`src/rtl/mem_arbiter.sv`:
```
// mem_arbiter -- shares the single-port test_memory between the riscV
// instruction-fetch port (IF) and the load/store data port (D).
//
// One access is outstanding at a time. A pending request is granted
// combinationally in an IDLE cycle: the memory strobe, address and write data
// are driven in that same cycle. The access completes exactly MEM_LAT cycles
// later with a one-cycle rvalid pulse on the owning port.
//
// Parameters:
//   AW      memory word-address width driven to test_memory
//   DW      data width
//   MEM_LAT cycles from mem_rden to valid mem_readout (1..7)
//
// Ports:
//   Clk, Reset_n                          clock, asynchronous active-low reset
//   if_req/if_addr -> if_gnt              IF read request / grant
//   if_rvalid/if_rdata/if_err             IF completion, data, range error
//   d_req/d_we/d_addr/d_wdata -> d_gnt    data request / grant
//   d_rvalid/d_rdata/d_err                data completion, data, range error
//   mem_address/mem_data/mem_rden/mem_wren  towards test_memory
//   mem_readout                           read data from test_memory
//
// Optional feature (macro MEM_ARB_ROUND_ROBIN_EN): when defined, a tie is
// resolved in favour of the port that did not own the previous access.
// When undefined, D always wins a tie.

module mem_arbiter #(
    parameter int AW      = 10,
    parameter int DW      = 32,
    parameter int MEM_LAT = 1
) (
    input  logic          Clk,
    input  logic          Reset_n,
    input  logic          if_req,
    input  logic [31:0]   if_addr,
    output logic          if_gnt,
    output logic          if_rvalid,
    output logic [DW-1:0] if_rdata,
    output logic          if_err,
    input  logic          d_req,
    input  logic          d_we,
    input  logic [31:0]   d_addr,
    input  logic [DW-1:0] d_wdata,
    output logic          d_gnt,
    output logic          d_rvalid,
    output logic [DW-1:0] d_rdata,
    output logic          d_err,
    output logic [AW-1:0] mem_address,
    output logic [DW-1:0] mem_data,
    output logic          mem_rden,
    output logic          mem_wren,
    input  logic [DW-1:0] mem_readout
);

    typedef enum logic [0:0] {ST_IDLE = 1'b0, ST_WAIT = 1'b1} state_t;

    localparam logic       OWN_IF = 1'b0;
    localparam logic       OWN_D  = 1'b1;
    localparam logic [2:0] LAT_C  = 3'(MEM_LAT);

    // Any address bit above the memory word-address range marks the access bad.
    function automatic logic addr_oor(input logic [31:0] a);
        return |(a >> AW);
    endfunction

    state_t        state_r, state_nxt_s;
    logic [2:0]    cnt_r;
    logic          owner_r, we_r, oor_r, rdok_r;
    logic [AW-1:0] addr_r;
    logic          if_rvalid_r, d_rvalid_r, if_err_r, d_err_r;
    logic [DW-1:0] if_rdata_r, d_rdata_r, if_rdata_s, d_rdata_s;
    logic          req_any_s, pick_d_s, sel_we_s, sel_oor_s, grant_s;
    logic [31:0]   sel_addr_s;
    logic          done_nxt_s, done_own_s, done_err_s, done_rdok_s;

`ifdef MEM_ARB_ROUND_ROBIN_EN
    logic          last_owner_r;
`endif

    // Arbitration: choose the winning port and its access attributes.
    always_comb begin
        req_any_s = if_req | d_req;
`ifdef MEM_ARB_ROUND_ROBIN_EN
        pick_d_s  = d_req & (~if_req | (last_owner_r == OWN_IF));
`else
        pick_d_s  = d_req;
`endif
        sel_addr_s = pick_d_s ? d_addr : if_addr;
        sel_we_s   = pick_d_s & d_we;
        sel_oor_s  = addr_oor(sel_addr_s);
    end

    // FSM state register.
    always_ff @(posedge Clk or negedge Reset_n) begin
        if (!Reset_n) begin
            state_r <= ST_IDLE;
        end else begin
            state_r <= state_nxt_s;
        end
    end

    // FSM next-state logic.
    always_comb begin
        state_nxt_s = state_r;
        case (state_r)
            ST_IDLE: begin
                if (grant_s) state_nxt_s = ST_WAIT;
                else         state_nxt_s = ST_IDLE;
            end
            ST_WAIT: begin
                if (cnt_r == LAT_C) state_nxt_s = ST_IDLE;
                else                state_nxt_s = ST_WAIT;
            end
            default: state_nxt_s = ST_IDLE;
        endcase
    end

    // FSM outputs: grant-cycle memory strobes plus the "completes next cycle" decode.
    always_comb begin
        grant_s     = 1'b0;
        if_gnt      = 1'b0;
        d_gnt       = 1'b0;
        mem_rden    = 1'b0;
        mem_wren    = 1'b0;
        mem_data    = {DW{1'b0}};
        mem_address = addr_r;
        done_nxt_s  = 1'b0;
        done_own_s  = owner_r;
        done_err_s  = oor_r;
        done_rdok_s = ~we_r & ~oor_r;
        case (state_r)
            ST_IDLE: begin
                // Reset_n gates the grant so outputs are quiet while reset is held.
                if (req_any_s && Reset_n) begin
                    grant_s     = 1'b1;
                    if_gnt      = ~pick_d_s;
                    d_gnt       = pick_d_s;
                    mem_address = sel_addr_s[AW-1:0];
                    mem_rden    = ~sel_we_s & ~sel_oor_s;
                    mem_wren    = sel_we_s & ~sel_oor_s;
                    mem_data    = sel_we_s ? d_wdata : {DW{1'b0}};
                    done_nxt_s  = (LAT_C == 3'd1);
                    done_own_s  = pick_d_s;
                    done_err_s  = sel_oor_s;
                    done_rdok_s = ~sel_we_s & ~sel_oor_s;
                end else begin
                    grant_s = 1'b0;
                end
            end
            ST_WAIT: begin
                done_nxt_s = ((cnt_r + 3'd1) == LAT_C);
            end
            default: begin
                done_nxt_s = 1'b0;
            end
        endcase
    end

    // Latency counter: 1 on the first WAIT cycle, completion when it reaches MEM_LAT.
    always_ff @(posedge Clk or negedge Reset_n) begin
        if (!Reset_n) begin
            cnt_r <= 3'd0;
        end else begin
            case (state_r)
                ST_IDLE: cnt_r <= grant_s ? 3'd1 : 3'd0;
                ST_WAIT: cnt_r <= (cnt_r == LAT_C) ? 3'd0 : cnt_r + 3'd1;
                default: cnt_r <= 3'd0;
            endcase
        end
    end

    // Access attributes latched in the grant cycle.
    always_ff @(posedge Clk or negedge Reset_n) begin
        if (!Reset_n) begin
            owner_r <= OWN_IF;
            we_r    <= 1'b0;
            oor_r   <= 1'b0;
            addr_r  <= {AW{1'b0}};
        end else if (grant_s) begin
            owner_r <= pick_d_s;
            we_r    <= sel_we_s;
            oor_r   <= sel_oor_s;
            addr_r  <= sel_addr_s[AW-1:0];
        end else begin
            owner_r <= owner_r;
            we_r    <= we_r;
            oor_r   <= oor_r;
            addr_r  <= addr_r;
        end
    end

`ifdef MEM_ARB_ROUND_ROBIN_EN
    // Last owner, starting at IF so that D wins the first tie.
    always_ff @(posedge Clk or negedge Reset_n) begin
        if (!Reset_n) begin
            last_owner_r <= OWN_IF;
        end else if (grant_s) begin
            last_owner_r <= pick_d_s;
        end else begin
            last_owner_r <= last_owner_r;
        end
    end
`endif

    // Completion strobes and error flags, registered one cycle ahead of use.
    always_ff @(posedge Clk or negedge Reset_n) begin
        if (!Reset_n) begin
            if_rvalid_r <= 1'b0;
            d_rvalid_r  <= 1'b0;
            rdok_r      <= 1'b0;
            if_err_r    <= 1'b0;
            d_err_r     <= 1'b0;
        end else begin
            if_rvalid_r <= done_nxt_s & (done_own_s == OWN_IF);
            d_rvalid_r  <= done_nxt_s & (done_own_s == OWN_D);
            rdok_r      <= done_nxt_s & done_rdok_s;
            if_err_r    <= (done_nxt_s && done_own_s == OWN_IF) ? done_err_s : if_err_r;
            d_err_r     <= (done_nxt_s && done_own_s == OWN_D)  ? done_err_s : d_err_r;
        end
    end

    // Readout is only valid in the completion cycle, so pass it through then and
    // keep a copy so rdata holds after rvalid drops.
    always_comb begin
        if (if_rvalid_r) if_rdata_s = rdok_r ? mem_readout : {DW{1'b0}};
        else             if_rdata_s = if_rdata_r;
        if (d_rvalid_r)  d_rdata_s  = rdok_r ? mem_readout : {DW{1'b0}};
        else             d_rdata_s  = d_rdata_r;
    end

    // Read-data hold registers.
    always_ff @(posedge Clk or negedge Reset_n) begin
        if (!Reset_n) begin
            if_rdata_r <= {DW{1'b0}};
            d_rdata_r  <= {DW{1'b0}};
        end else begin
            if_rdata_r <= if_rdata_s;
            d_rdata_r  <= d_rdata_s;
        end
    end

    assign if_rvalid = if_rvalid_r;
    assign d_rvalid  = d_rvalid_r;
    assign if_err    = if_err_r;
    assign d_err     = d_err_r;
    assign if_rdata  = if_rdata_s;
    assign d_rdata   = d_rdata_s;

endmodule

```
`config.mk`:
```
export PLATFORM = sky130hd
export DESIGN_NAME = mem_arbiter
export DESIGN_NICKNAME = d
export VERILOG_FILES = /design/src/rtl/mem_arbiter.sv
export SDC_FILE = /design/constraint.sdc
export NUM_CORES = 1
export LEC_CHECK = 0
export CAP_MARGIN = 20
export CORE_MARGIN = 2
export CORE_UTILIZATION = 37
export CTS_CLUSTER_SIZE = 24
export DETAILED_ROUTE_END_ITERATION = 8
export MAX_ROUTING_LAYER = met4
export PLACE_DENSITY_LB_ADDON = 0.15
export SLEW_MARGIN = 20
export SYNTH_ARGS = -nofsm -noshare
export SYNTH_HDL_FRONTEND = slang
export SYNTH_SLANG_ARGS = --single-unit
```
`constraint.sdc`:
```
create_clock -name Clk -period 2.28 [get_ports Clk]
set_input_delay 0.57 -clock Clk [delete_from_list [all_inputs] [get_ports Clk]]
set_output_delay 0.57 -clock Clk [all_outputs]
set_load 0.1 [all_outputs]
```
==> Implementation_results.wiki <==
{| class="wikitable"
! Metric !! Value
|-
| Count of port buffers added during placement || 246
|-
| Leading cell types by count after synthesis || dfrtp_1, inv_1, o21ai_0, nand3_1, and2_1
|-
| Multi-input gate area in the final layout || between 2000 and 3000 µm²
|-
| Fraction of registers with async set or reset after synthesis || 100%
|-
| Synth-to-Final Area Change || 146%
|-
| Clock slew at reported path FFs || roughly 100 ps
|-
| Routed vias/inst || 6.06
|-
| Number of warning messages in the yosys log || 0
|-
| Critical Path Source Type || register
|-
| Die Y-Extent || 107 µm
|-
| WS Path Type || register to output pin
|-
| RSZ-0062 raised after global routing || true
|-
| Main synth FF type || dfrtp_1
|-
| Starting density of the core || a little under two fifths
|-
| Post-Synthesis Net Count || around 570
|-
| Cts bufs inserted || 9
|-
| Worst setup slack after layout || -380 ps
|-
| Largest net degree at the start of global routing || 48
|-
| Period utilisation layout || 117%
|-
| Final count of pins violating max slew || 0
|-
| Number of core rows || 37
|-
| Outcome || finished with violations
|-
| Met1 track demand over resource in global routing || approximately 40%
|-
| Top cell type's share of synthesized area || approximately 55%
|-
| Fraction of the core area covered by cells at the end of the flow || between 90% and 100%
|-
| Combined flip-flop and latch cell area || 2160 µm²
|-
| Worst clock skew on the final layout || 11.2 ps
|-
| Number of flops mapped to enable cells by yosys || 0
|-
| Violations in the final reports || negative setup slack
|-
| Number of standard cells after synthesis || 440
|-
| CTS Root Cell || clkbuf_8
|-
| Die outline width || about 110 µm
|-
| Maximum clock path buffer count || 2
|-
| Via count of the first global-routing pass || 5579
|-
| Worst EP required || roughly 1700 ps
|-
| Die area || around 11000 µm²
|-
| Non-filler instance count after layout || between 800 and 900
|-
| Max_slew headroom || between 50% and 60%
|-
| Count of different cell masters after synthesis || 30
|-
| Endpoint arrival time on the critical path || approximately 2100 ps
|-
| 1st-pass router iterations || 5
|-
| Maximum resistive drop on vdd || ~0.60 mV
|-
| Area inside the core boundary || 10300 µm²
|-
| Maximum clock frequency || approximately 0.38 GHz
|-
| Sequential area share after synthesis || 54.7%
|-
| Global route overflow || 0
|-
| All-layer global routing usage || between 30% and 40%
|-
| Synthesized cell area || slightly below 4000 µm²
|-
| Grt met2 use || approximately 70%
|-
| Number of antenna violations at the first check in global routing || 2
|-
| Actual slew at the worst max-slew pin || about 630 ps
|-
| PwrDens || 763 nW/µm²
|-
| Leak pwr || just under 4 nW
|-
| Final HPWL DP || around 13 mm
|-
| GR met3 Demand/Resource || under 10%
|-
| Worst Path Max Fanout || 4
|-
| Clock network latency to the later pin of the worst-skew pair || 370 ps
|-
| Sinks on the clock net || 86
|-
| Final Hold Vio Count || 0
|-
| Final RePlAce weighted congestion || about 0.96
|-
| First-pass GRT wire length || between 30 and 40 mm
|-
| # IOs || between 200 and 250
|-
| Fraction of final layout cells with drive strength greater than 1 || approximately half
|-
| Starting DRT DRC Count || 471
|-
| Flip-flop and latch count after synthesis || 86
|-
| Placed cell count || a little over 800
|-
| Count of fill cells added during filler insertion || 257
|-
| Min Tclk post-route || roughly 2700 ps
|-
| Level count of the clock H-tree || 3
|-
| Hold-fix buffers at CTS || 0
|-
| Drt wl/cell || just over 30 µm
|-
| Post-detailed-route DRC marker count || 0
|-
| Post-route antenna net violation count || 0
|-
| TritonCTS clock tree || done
|-
| Number of vias after detailed routing || 5263
|-
| Nets@finish || approximately 860
|-
| Most crowded layer after global routing || met2
|-
| Final setup vio count || 53
|-
| Dominant cell by count in the synthesized netlist || dfrtp_1
|-
| Cell type contributing the most total cell area after synthesis || dfrtp_1
|-
| Max-cap check violation count || 0
|-
| Average instance area after synthesis || 8.95 µm²
|-
| Area contributors post-synth || dfrtp_1, o21ai_0, nand3_1
|-
| Class of the worst hold path || input pin to asynchronous set/reset pin
|-
| Total Routed Length || roughly 27 mm
|-
| Crit path capture type || output pin
|}
final timing paths:
check	from	depth (start not counted)	end	slack, ps
setup / recovery	state_r$_DFF_PN0_	6	mem_address[7]	-380
hold / removal	Reset_n	2	if_rvalid$_DFF_PN0_	320
setup reg to reg	state_r$_DFF_PN0_	7	d_err$_DFFE_PN0P_	60
hold reg to reg	we_r$_DFFE_PN0P_	1	rdok_r$_DFF_PN0_	570
max in group asynchronous	Reset_n	2	d_rdata_r[17]$_DFF_PN0_	1490
min in group Clk	we_r$_DFFE_PN0P_	1	rdok_r$_DFF_PN0_	570
kinds of logic after synthesis:
group                  synth area share (%)
multiplexers                          0.254
buffers and inverters                  9.54
flip-flops                             54.7
AO/OA/AOI/OAI                          16.2
AND/OR/NAND/NOR                        19.1
XOR/XNOR                              0.223
worst max-delay path, stage by stage (launching register included):
cell and delay [ps]:
dfrtp_2 470, buf_6 140, nand3b_1 310, buf_6 260, o22ai_4 250, a21oi_4 110, buf_12 170
cells in the final DEF (no fill, tap or decap), types with 3 or more instances in the layout:
cell type and n:
dfrtp_1 82, clkdlybuf4s50_1 89, clkbuf_8 9, nor4_2 3, clkbuf_2 7, clkdlybuf4s15_1 9
dlygate4sd2_1 11, buf_12 122, nor4_1 3, a21oi_4 9, buf_16 3, buf_2 10
nor4_4 4, o21ai_4 65, buf_8 3, nand2_1 5, nand3b_1 3, a21oi_1 10
and2_4 33, buf_4 37, buf_6 13, o22ai_4 18, nor2_1 6, inv_1 67
nand3_1 66
layout make-up:
| type | count | area share [%] |
|---|---|---|
| Antenna cell | 2 | 0.0517 |
| Clock buffer | 11 | 1.36 |
| Clock inverter | 5 | 0.621 |
| Inverter | 68 | 2.64 |
| Multi-Input combinational cell | 256 | 28.3 |
| Sequential cell | 86 | 22.3 |
| Tap cell | 136 | 1.76 |
| Timing Repair Buffer | 304 | 43.0 |
state kept, by name, indices dropped and copies added, names as in the netlist, 3 cells and up:
signal,count
cnt_r,3
addr_r,10
d_rdata_r,32
if_rdata_r,32
stage by stage:
stage / TNS [ps] / setup slack, ps / power, W / cell area [µm²] / hold slack (ps)
2_1_floorplan: -863 / -211 / 0.00416 / 5050 / 274
3_3_place_gp: -11870 / -375 / 0.00544 / 8920 / 495
3_5_place_dp: -13080 / -437 / 0.00553 / 8920 / 488
4_1_cts: -1580 / -116 / 0.00692 / 9500 / 325
5_1_grt: -8180 / -365 / 0.00750 / 9670 / 337
6_report: -7290 / -380 / 0.00738 / 9670 / 323
power by group:
group,internal (W),switching [W],leakage [nW]
registers,0.00167,0.000274,1.15
logic,0.00165,0.00266,2.63
clock network,0.000511,0.000615,0.0935
total,0.00383,0.00355,3.87
routing by layer:
layer | part of all wire (%) | vias to the layer above
met2 | 51 | 438
li1 | - | 2057
met1 | 31 | 2589
met4 | 9.8 | 0
met5 | 0 | -
met3 | 8.1 | 179
timing repair:
item,4_1_cts,5_1_grt
resized for setup,166,38
cloned,5,0
setup endpoints to repair,64,88
setup buffers,12,10
pin swaps,61,41
(Power assumes the default switching activity.)
